$ cat config.mk
export PLATFORM = sky130hd
export DESIGN_NAME = vga_frame_reader_flat
export DESIGN_NICKNAME = d
export VERILOG_FILES = /design/src/rtl/vga_frame_reader_if.sv /design/src/rtl/vga_frame_reader.sv /design/src/flat_wrapper.sv
export SDC_FILE = /design/constraint.sdc
export NUM_CORES = 1
export LEC_CHECK = 0
export CAP_MARGIN = 20
export CORE_ASPECT_RATIO = 0.8
export CORE_MARGIN = 1
export CORE_UTILIZATION = 35
export DETAILED_ROUTE_END_ITERATION = 7
export GPL_ROUTABILITY_DRIVEN = 0
export PLACE_DENSITY = 0.63
export SLEW_MARGIN = 10
export SYNTH_ARGS = -nofsm -noshare
export SYNTH_HDL_FRONTEND = slang
export SYNTH_SLANG_ARGS = --single-unit
$ cat constraint.sdc
create_clock -name i_clk -period 3.6 [get_ports i_clk]
set_input_delay 0.36 -clock i_clk [delete_from_list [all_inputs] [get_ports i_clk]]
set_output_delay 0.36 -clock i_clk [all_outputs]
set_load 0.02 [all_outputs]
$ cat src/rtl/vga_frame_reader_if.sv
// Read-FIFO side of the VGA frame reader: pop request plus the two paired data words and empty flag.
interface vga_frame_reader_if;
  logic        o_rd_req;
  logic [15:0] i_rd_data1;
  logic [15:0] i_rd_data2;
  logic        i_rd_empty;

  modport master (
    output o_rd_req,
    input  i_rd_data1,
    input  i_rd_data2,
    input  i_rd_empty
  );

  modport slave (
    input  o_rd_req,
    output i_rd_data1,
    output i_rd_data2,
    output i_rd_empty
  );
endinterface

$ cat src/rtl/vga_frame_reader.sv
// 640x480@60 VGA timing generator that pops two SDRAM read FIFOs in lockstep and unpacks 10-bit RGB.
// Optional colour-bar generator enabled by defining TEST_PATTERN_EN (adds i_pattern).
module vga_frame_reader #(
  parameter int unsigned H_ACTIVE = 640,
  parameter int unsigned H_FP     = 16,
  parameter int unsigned H_SYNC   = 96,
  parameter int unsigned H_BP     = 48,
  parameter int unsigned V_ACTIVE = 480,
  parameter int unsigned V_FP     = 10,
  parameter int unsigned V_SYNC   = 2,
  parameter int unsigned V_BP     = 33
) (
  input  logic                       i_clk,
  input  logic                       i_rst,
  vga_frame_reader_if.master         rd,
  input  logic                       i_clr_underflow,
`ifdef TEST_PATTERN_EN
  input  logic                       i_pattern,
`endif
  output logic                       o_frame_start,
  output logic                       o_underflow,
  output logic [7:0]                 o_VGA_R,
  output logic [7:0]                 o_VGA_G,
  output logic [7:0]                 o_VGA_B,
  output logic                       o_H_sync,
  output logic                       o_V_sync,
  output logic                       o_VGA_BLANK_N
);

  localparam int unsigned H_TOT  = H_ACTIVE + H_FP + H_SYNC + H_BP;
  localparam int unsigned V_TOT  = V_ACTIVE + V_FP + V_SYNC + V_BP;
  localparam int unsigned HW     = $clog2(H_TOT);
  localparam int unsigned VW     = $clog2(V_TOT);
  localparam int unsigned BAR_W  = H_ACTIVE / 8;

  // Stage 0: raster counters
  logic [HW-1:0] h_q, h_d;
  logic [VW-1:0] v_q, v_d;

  // Stage 1
  logic       req_q, emp1_q, fs_q;
  logic       hs1_q, vs1_q, bl1_q, pat1_q;
  logic [2:0] bar1_q;

  // Stage 2
  logic       emp2_q;
  logic       hs2_q, vs2_q, bl2_q, pat2_q;
  logic [2:0] bar2_q;

  // Stage 3 (pins)
  logic [7:0] r_q, g_q, b_q, r_d, g_d, b_d;
  logic       hs3_q, vs3_q, bl3_q;
  logic       und_q;

  logic       active0, hs0, vs0, fs0, pat0;
  logic [2:0] bar0;

`ifdef TEST_PATTERN_EN
  assign pat0 = i_pattern;
`else
  assign pat0 = 1'b0;
`endif

  always_comb begin
    h_d = h_q + 1'b1;
    v_d = v_q;
    if (h_q == HW'(H_TOT - 1)) begin
      h_d = '0;
      v_d = (v_q == VW'(V_TOT - 1)) ? '0 : v_q + 1'b1;
    end
  end

  always_comb begin
    active0 = (h_q < HW'(H_ACTIVE)) && (v_q < VW'(V_ACTIVE));
    hs0     = !((h_q >= HW'(H_ACTIVE + H_FP)) && (h_q < HW'(H_ACTIVE + H_FP + H_SYNC)));
    vs0     = !((v_q >= VW'(V_ACTIVE + V_FP)) && (v_q < VW'(V_ACTIVE + V_FP + V_SYNC)));
    fs0     = (h_q == '0) && (v_q == VW'(V_ACTIVE));
  end

  always_comb begin
    bar0 = '0;
    for (int unsigned i = 1; i < 8; i++) begin
      if (h_q >= HW'(i * BAR_W)) bar0 = 3'(i);
    end
  end

  // FIFO words arrive the cycle after the pop; bit 15 of each is padding
  logic [9:0] unp_r, unp_g, unp_b;
  logic       unused_bits;

  assign unp_r       = rd.i_rd_data2[9:0];
  assign unp_g       = {rd.i_rd_data1[14:10], rd.i_rd_data2[14:10]};
  assign unp_b       = rd.i_rd_data1[9:0];
  assign unused_bits = ^{rd.i_rd_data1[15], rd.i_rd_data2[15],
                         unp_r[1:0], unp_g[1:0], unp_b[1:0]};

  // Bar order white,yellow,cyan,green,magenta,red,blue,black reduces to per-bit inversion of the index
  always_comb begin
    r_d = '0;
    g_d = '0;
    b_d = '0;
    if (bl2_q) begin
      if (pat2_q) begin
        r_d = {8{~bar2_q[1]}};
        g_d = {8{~bar2_q[2]}};
        b_d = {8{~bar2_q[0]}};
      end else if (!emp2_q) begin
        r_d = unp_r[9:2];
        g_d = unp_g[9:2];
        b_d = unp_b[9:2];
      end
    end
  end

  always_ff @(posedge i_clk) begin
    if (i_rst) begin
      h_q    <= '0;
      v_q    <= '0;
      req_q  <= 1'b0;
      emp1_q <= 1'b0;
      fs_q   <= 1'b0;
      hs1_q  <= 1'b1;
      vs1_q  <= 1'b1;
      bl1_q  <= 1'b0;
      pat1_q <= 1'b0;
      bar1_q <= '0;
      emp2_q <= 1'b0;
      hs2_q  <= 1'b1;
      vs2_q  <= 1'b1;
      bl2_q  <= 1'b0;
      pat2_q <= 1'b0;
      bar2_q <= '0;
      r_q    <= '0;
      g_q    <= '0;
      b_q    <= '0;
      hs3_q  <= 1'b1;
      vs3_q  <= 1'b1;
      bl3_q  <= 1'b0;
      und_q  <= 1'b0;
    end else begin
      h_q    <= h_d;
      v_q    <= v_d;
      req_q  <= active0 && !pat0;
      emp1_q <= active0 && !pat0 && rd.i_rd_empty;
      fs_q   <= fs0;
      hs1_q  <= hs0;
      vs1_q  <= vs0;
      bl1_q  <= active0;
      pat1_q <= pat0;
      bar1_q <= bar0;
      emp2_q <= emp1_q;
      hs2_q  <= hs1_q;
      vs2_q  <= vs1_q;
      bl2_q  <= bl1_q;
      pat2_q <= pat1_q;
      bar2_q <= bar1_q;
      r_q    <= r_d;
      g_q    <= g_d;
      b_q    <= b_d;
      hs3_q  <= hs2_q;
      vs3_q  <= vs2_q;
      bl3_q  <= bl2_q;
      if (emp1_q) begin
        und_q <= 1'b1;
      end else if (i_clr_underflow) begin
        und_q <= 1'b0;
      end
    end
  end

  assign rd.o_rd_req   = req_q;
  assign o_frame_start = fs_q;
  assign o_underflow   = und_q;
  assign o_VGA_R       = r_q;
  assign o_VGA_G       = g_q;
  assign o_VGA_B       = b_q;
  assign o_H_sync      = hs3_q;
  assign o_V_sync      = vs3_q;
  assign o_VGA_BLANK_N = bl3_q;

endmodule

$ cat src/flat_wrapper.sv
// flat-port wrapper written by rule: the top's interface ports become plain ports
module vga_frame_reader_flat 
#(
  parameter int unsigned H_ACTIVE = 640,
  parameter int unsigned H_FP     = 16,
  parameter int unsigned H_SYNC   = 96,
  parameter int unsigned H_BP     = 48,
  parameter int unsigned V_ACTIVE = 480,
  parameter int unsigned V_FP     = 10,
  parameter int unsigned V_SYNC   = 2,
  parameter int unsigned V_BP     = 33
)
  (i_clk, i_rst, i_clr_underflow, o_frame_start, o_underflow, o_VGA_R, o_VGA_G, o_VGA_B, o_H_sync, o_V_sync, o_VGA_BLANK_N, rd_o_rd_req, rd_i_rd_data1, rd_i_rd_data2, rd_i_rd_empty);
  vga_frame_reader_if rd_i ();
  input  logic i_clk;
  input  logic i_rst;
  input  logic i_clr_underflow;
  output logic o_frame_start;
  output logic o_underflow;
  output logic [7:0] o_VGA_R;
  output logic [7:0] o_VGA_G;
  output logic [7:0] o_VGA_B;
  output logic o_H_sync;
  output logic o_V_sync;
  output logic o_VGA_BLANK_N;
  output wire logic [$bits(rd_i.o_rd_req)-1:0] rd_o_rd_req;
  input wire logic [$bits(rd_i.i_rd_data1)-1:0] rd_i_rd_data1;
  input wire logic [$bits(rd_i.i_rd_data2)-1:0] rd_i_rd_data2;
  input wire logic [$bits(rd_i.i_rd_empty)-1:0] rd_i_rd_empty;
  assign rd_o_rd_req = rd_i.o_rd_req;
  assign rd_i.i_rd_data1 = rd_i_rd_data1;
  assign rd_i.i_rd_data2 = rd_i_rd_data2;
  assign rd_i.i_rd_empty = rd_i_rd_empty;
  vga_frame_reader #(.H_ACTIVE(H_ACTIVE), .H_FP(H_FP), .H_SYNC(H_SYNC), .H_BP(H_BP), .V_ACTIVE(V_ACTIVE), .V_FP(V_FP), .V_SYNC(V_SYNC), .V_BP(V_BP)) u_core (.i_clk(i_clk), .i_rst(i_rst), .rd(rd_i), .i_clr_underflow(i_clr_underflow), .o_frame_start(o_frame_start), .o_underflow(o_underflow), .o_VGA_R(o_VGA_R), .o_VGA_G(o_VGA_G), .o_VGA_B(o_VGA_B), .o_H_sync(o_H_sync), .o_V_sync(o_V_sync), .o_VGA_BLANK_N(o_VGA_BLANK_N));
endmodule
==> metrics.cfg <==
[yosys]
synth_ff_type=dfxtp_1
synth_top_cell_area_share_pct=55.1
synth_area_um2=2070
ys_top_cells_by_area=dfxtp_1 55%, and2_1 7.5%, nor2_1 4.2%, ha_1 3.0%, nand4_1 3.0%
synth_xor_area_share_pct=5.50
synth_compound_area_share_pct=3.20
yosysTopAreaCell=dfxtp_1
ys_seq_area_share_pct=55.1
syn_nets=244
syn_avg_cell_area_um2=10.2
ys.warnings.count=0
synthSimpleGateAreaFrac_pct=29.3
synth_edf_count=0
muxShareOfSynthArea_pct=0
syn_inst=203
synth-adder-area-share_pct=3.02
yosys.cell_types.count=33
synth_top_family_by_area=simple AND/OR/NAND/NOR gates
async_flop_share_pct=0
ys_ff_latch=57

[clock_network]
cts_resized=0
htree_levels=3
cts_tree=done
cts_buffers=9
root_buffer=clkbuf_8
numClockSinks=57
hold_buffers=0
clk_latency_ns=0.33
clk_pin_slew_worst_paths_ns=0.06
cts_setup_buffers=0
clk_path_buf_depth=2

[floorplan]
fp.dieW_um=88.0
core-area_um2=5590
num_rows=24
die_y_um=70.8
die_area_um2=6230
initial_utilization_pct=37.1
io_pins=66

[detailed_routing]
ant_nets=0
drt_iter0_markers=86
drt_wl_total_um=4160
wl_per_cell_um=12.0
firstDrtPassIters=4
viasPerCell=4.46
post-route-drc-count=0
vias=1546

[worst_setup_path]
cp-start-kind=flip-flop
end_kind=flip-flop
ff2ff_setup_slack_ns=1.76
max_stage_delay_ns=0.45
path_cells=ha_1 > and4_1 > nand4_4 > or3_1 > a21oi_1
cp_max_fo=8
cpMaxStageDelayCell=and4_1
crit_type=flip-flop to flip-flop
path_delay_family=simple AND/OR/NAND/NOR gates
cp.arrival_ns=2.08
crit_buf_inv=0
crit_required_ns=3.85

[global_route]
grt_pass1_wl_um=6870
gr-usage-all-layers_pct=15.0
grt_max_degree=25
grt_pass1_vias=1355
antenna_found_initial=0
grt_overflow=0

[sta]
min_period_ns=1.84
maxSlewHeadroom_pct=57.2
tns_ns=0
slew_violations=0
max_clock_freq_ghz=0.544
holdWs_ns=0.407
finalHoldViolCount=0
fin_crit_sh_pct=51.1
setup_violations=0
worst_pin_slew_ns=0.641
rsz0062_at_grt=no
fin_worst_skew_ns=0.00681

[final_layout]
most-common-layout-cells=57 x clkdlybuf4s50_1, 57 x dfxtp_1, 25 x and2_1, 23 x nor2_1
drive_above_1_share_pct=9.29
fin_util_pct=51.7
fillCellCount=523
fin_nets=305
diodes=0
instances_no_fill=347
area.growth.synth_to_final_pct=39.5

[power_and_ir_drop]
total_power_w=0.00131
p_per_area_nw_per_um2=455
peakVddDrop_mv=0.211
p_leak_nw=1.09

[job]
cap_violations=0

[place]
dp.cells=331
dp_hpwl_um=3050
port_buffers=57

[status]
status=completed

[worst_hold_path]
holdCritPathClass=flip-flop to flip-flop

==> worst paths after layout <==
check,from,to,cells past startpoint
worst max register to register,u_core.h_q[0],u_core.v_q[8],5
worst max-delay path,u_core.h_q[0],u_core.v_q[8],5
worst min-delay path,u_core.vs2_q,u_core.o_V_sync,1
worst min register to register,u_core.vs2_q,u_core.o_V_sync,1
==> state kept, by name, indices dropped and copies added, names as in the netlist <==
signal	flops
u_core.h_q	10
u_core.v_q	10
u_core.o_VGA_B	8
u_core.o_VGA_G	8
u_core.o_VGA_R	8
u_core.bl2_q	1
u_core.emp1_q	1
u_core.emp2_q	1
u_core.hs1_q	1
u_core.hs2_q	1
u_core.o_H_sync	1
u_core.o_VGA_BLANK_N	1
u_core.o_V_sync	1
u_core.o_frame_start	1
u_core.o_underflow	1
u_core.rd.o_rd_req	1
u_core.vs1_q	1
u_core.vs2_q	1
==> power by group <==
part            total, W  internal, W  switching (W)
registers       0.000650     0.000644     0.00000578
logic          0.0000833    0.0000508      0.0000325
clock network   0.000582     0.000336       0.000246
==> kinds of logic (layout without fill, tap and decap cells) <==
| family | Yosys count | after routing |
|---|---|---|
| AND/OR/NAND/NOR | 101 | 101 |
| flip-flops | 57 | 57 |
| AO/OA/AOI/OAI | 12 | 12 |
| adder cells (fa/ha/maj) | 5 | 5 |
| buffers and inverters | 15 | 81 |
| XOR/XNOR | 13 | 13 |
==> stage by stage <==
| step | worst slack [ns] | instance area (um^2) |
|---|---|---|
| after floorplan | 2.06 | 2070 |
| after global placement | 1.58 | 2690 |
| after detailed placement | 1.57 | 2690 |
| after CTS | 1.76 | 2890 |
| after global routing | 1.57 | 2890 |
| final | 1.76 | 2890 |
==> cell usage after synthesis (5+ instances only) <==
master,instances
or3_1,5
inv_1,7
nor2_1,23
o21ai_0,5
nand2_1,6
ha_1,5
and2_1,25
xnor2_1,6
nand4_1,10
a21oi_1,6
xor2_1,7
dfxtp_1,57
==> layout make-up <==
cell class	instances	area [um^2]	area share [%]
flip-flops and latches	57	1140	39.5
multi-input cells	131	851	29.4
repair buffers	58	578	20.0
clock buffers	11	141	4.89
well taps	78	97.6	3.38
clock inverters	5	55.1	1.90
inverters	7	26.3	0.909
==> routing by layer <==
layer | wire length, um | GRT usage [%] | vias to the layer above
met1 | 2050 | 20.6 | 706
met5 | 0 | 0 | -
met2 | 1840 | 19.8 | 34
met3 | 230 | 6.65 | 4
li1 | - | - | 802
met4 | 44 | 7.53 | 0
Power figures use the tool's default switching activity.
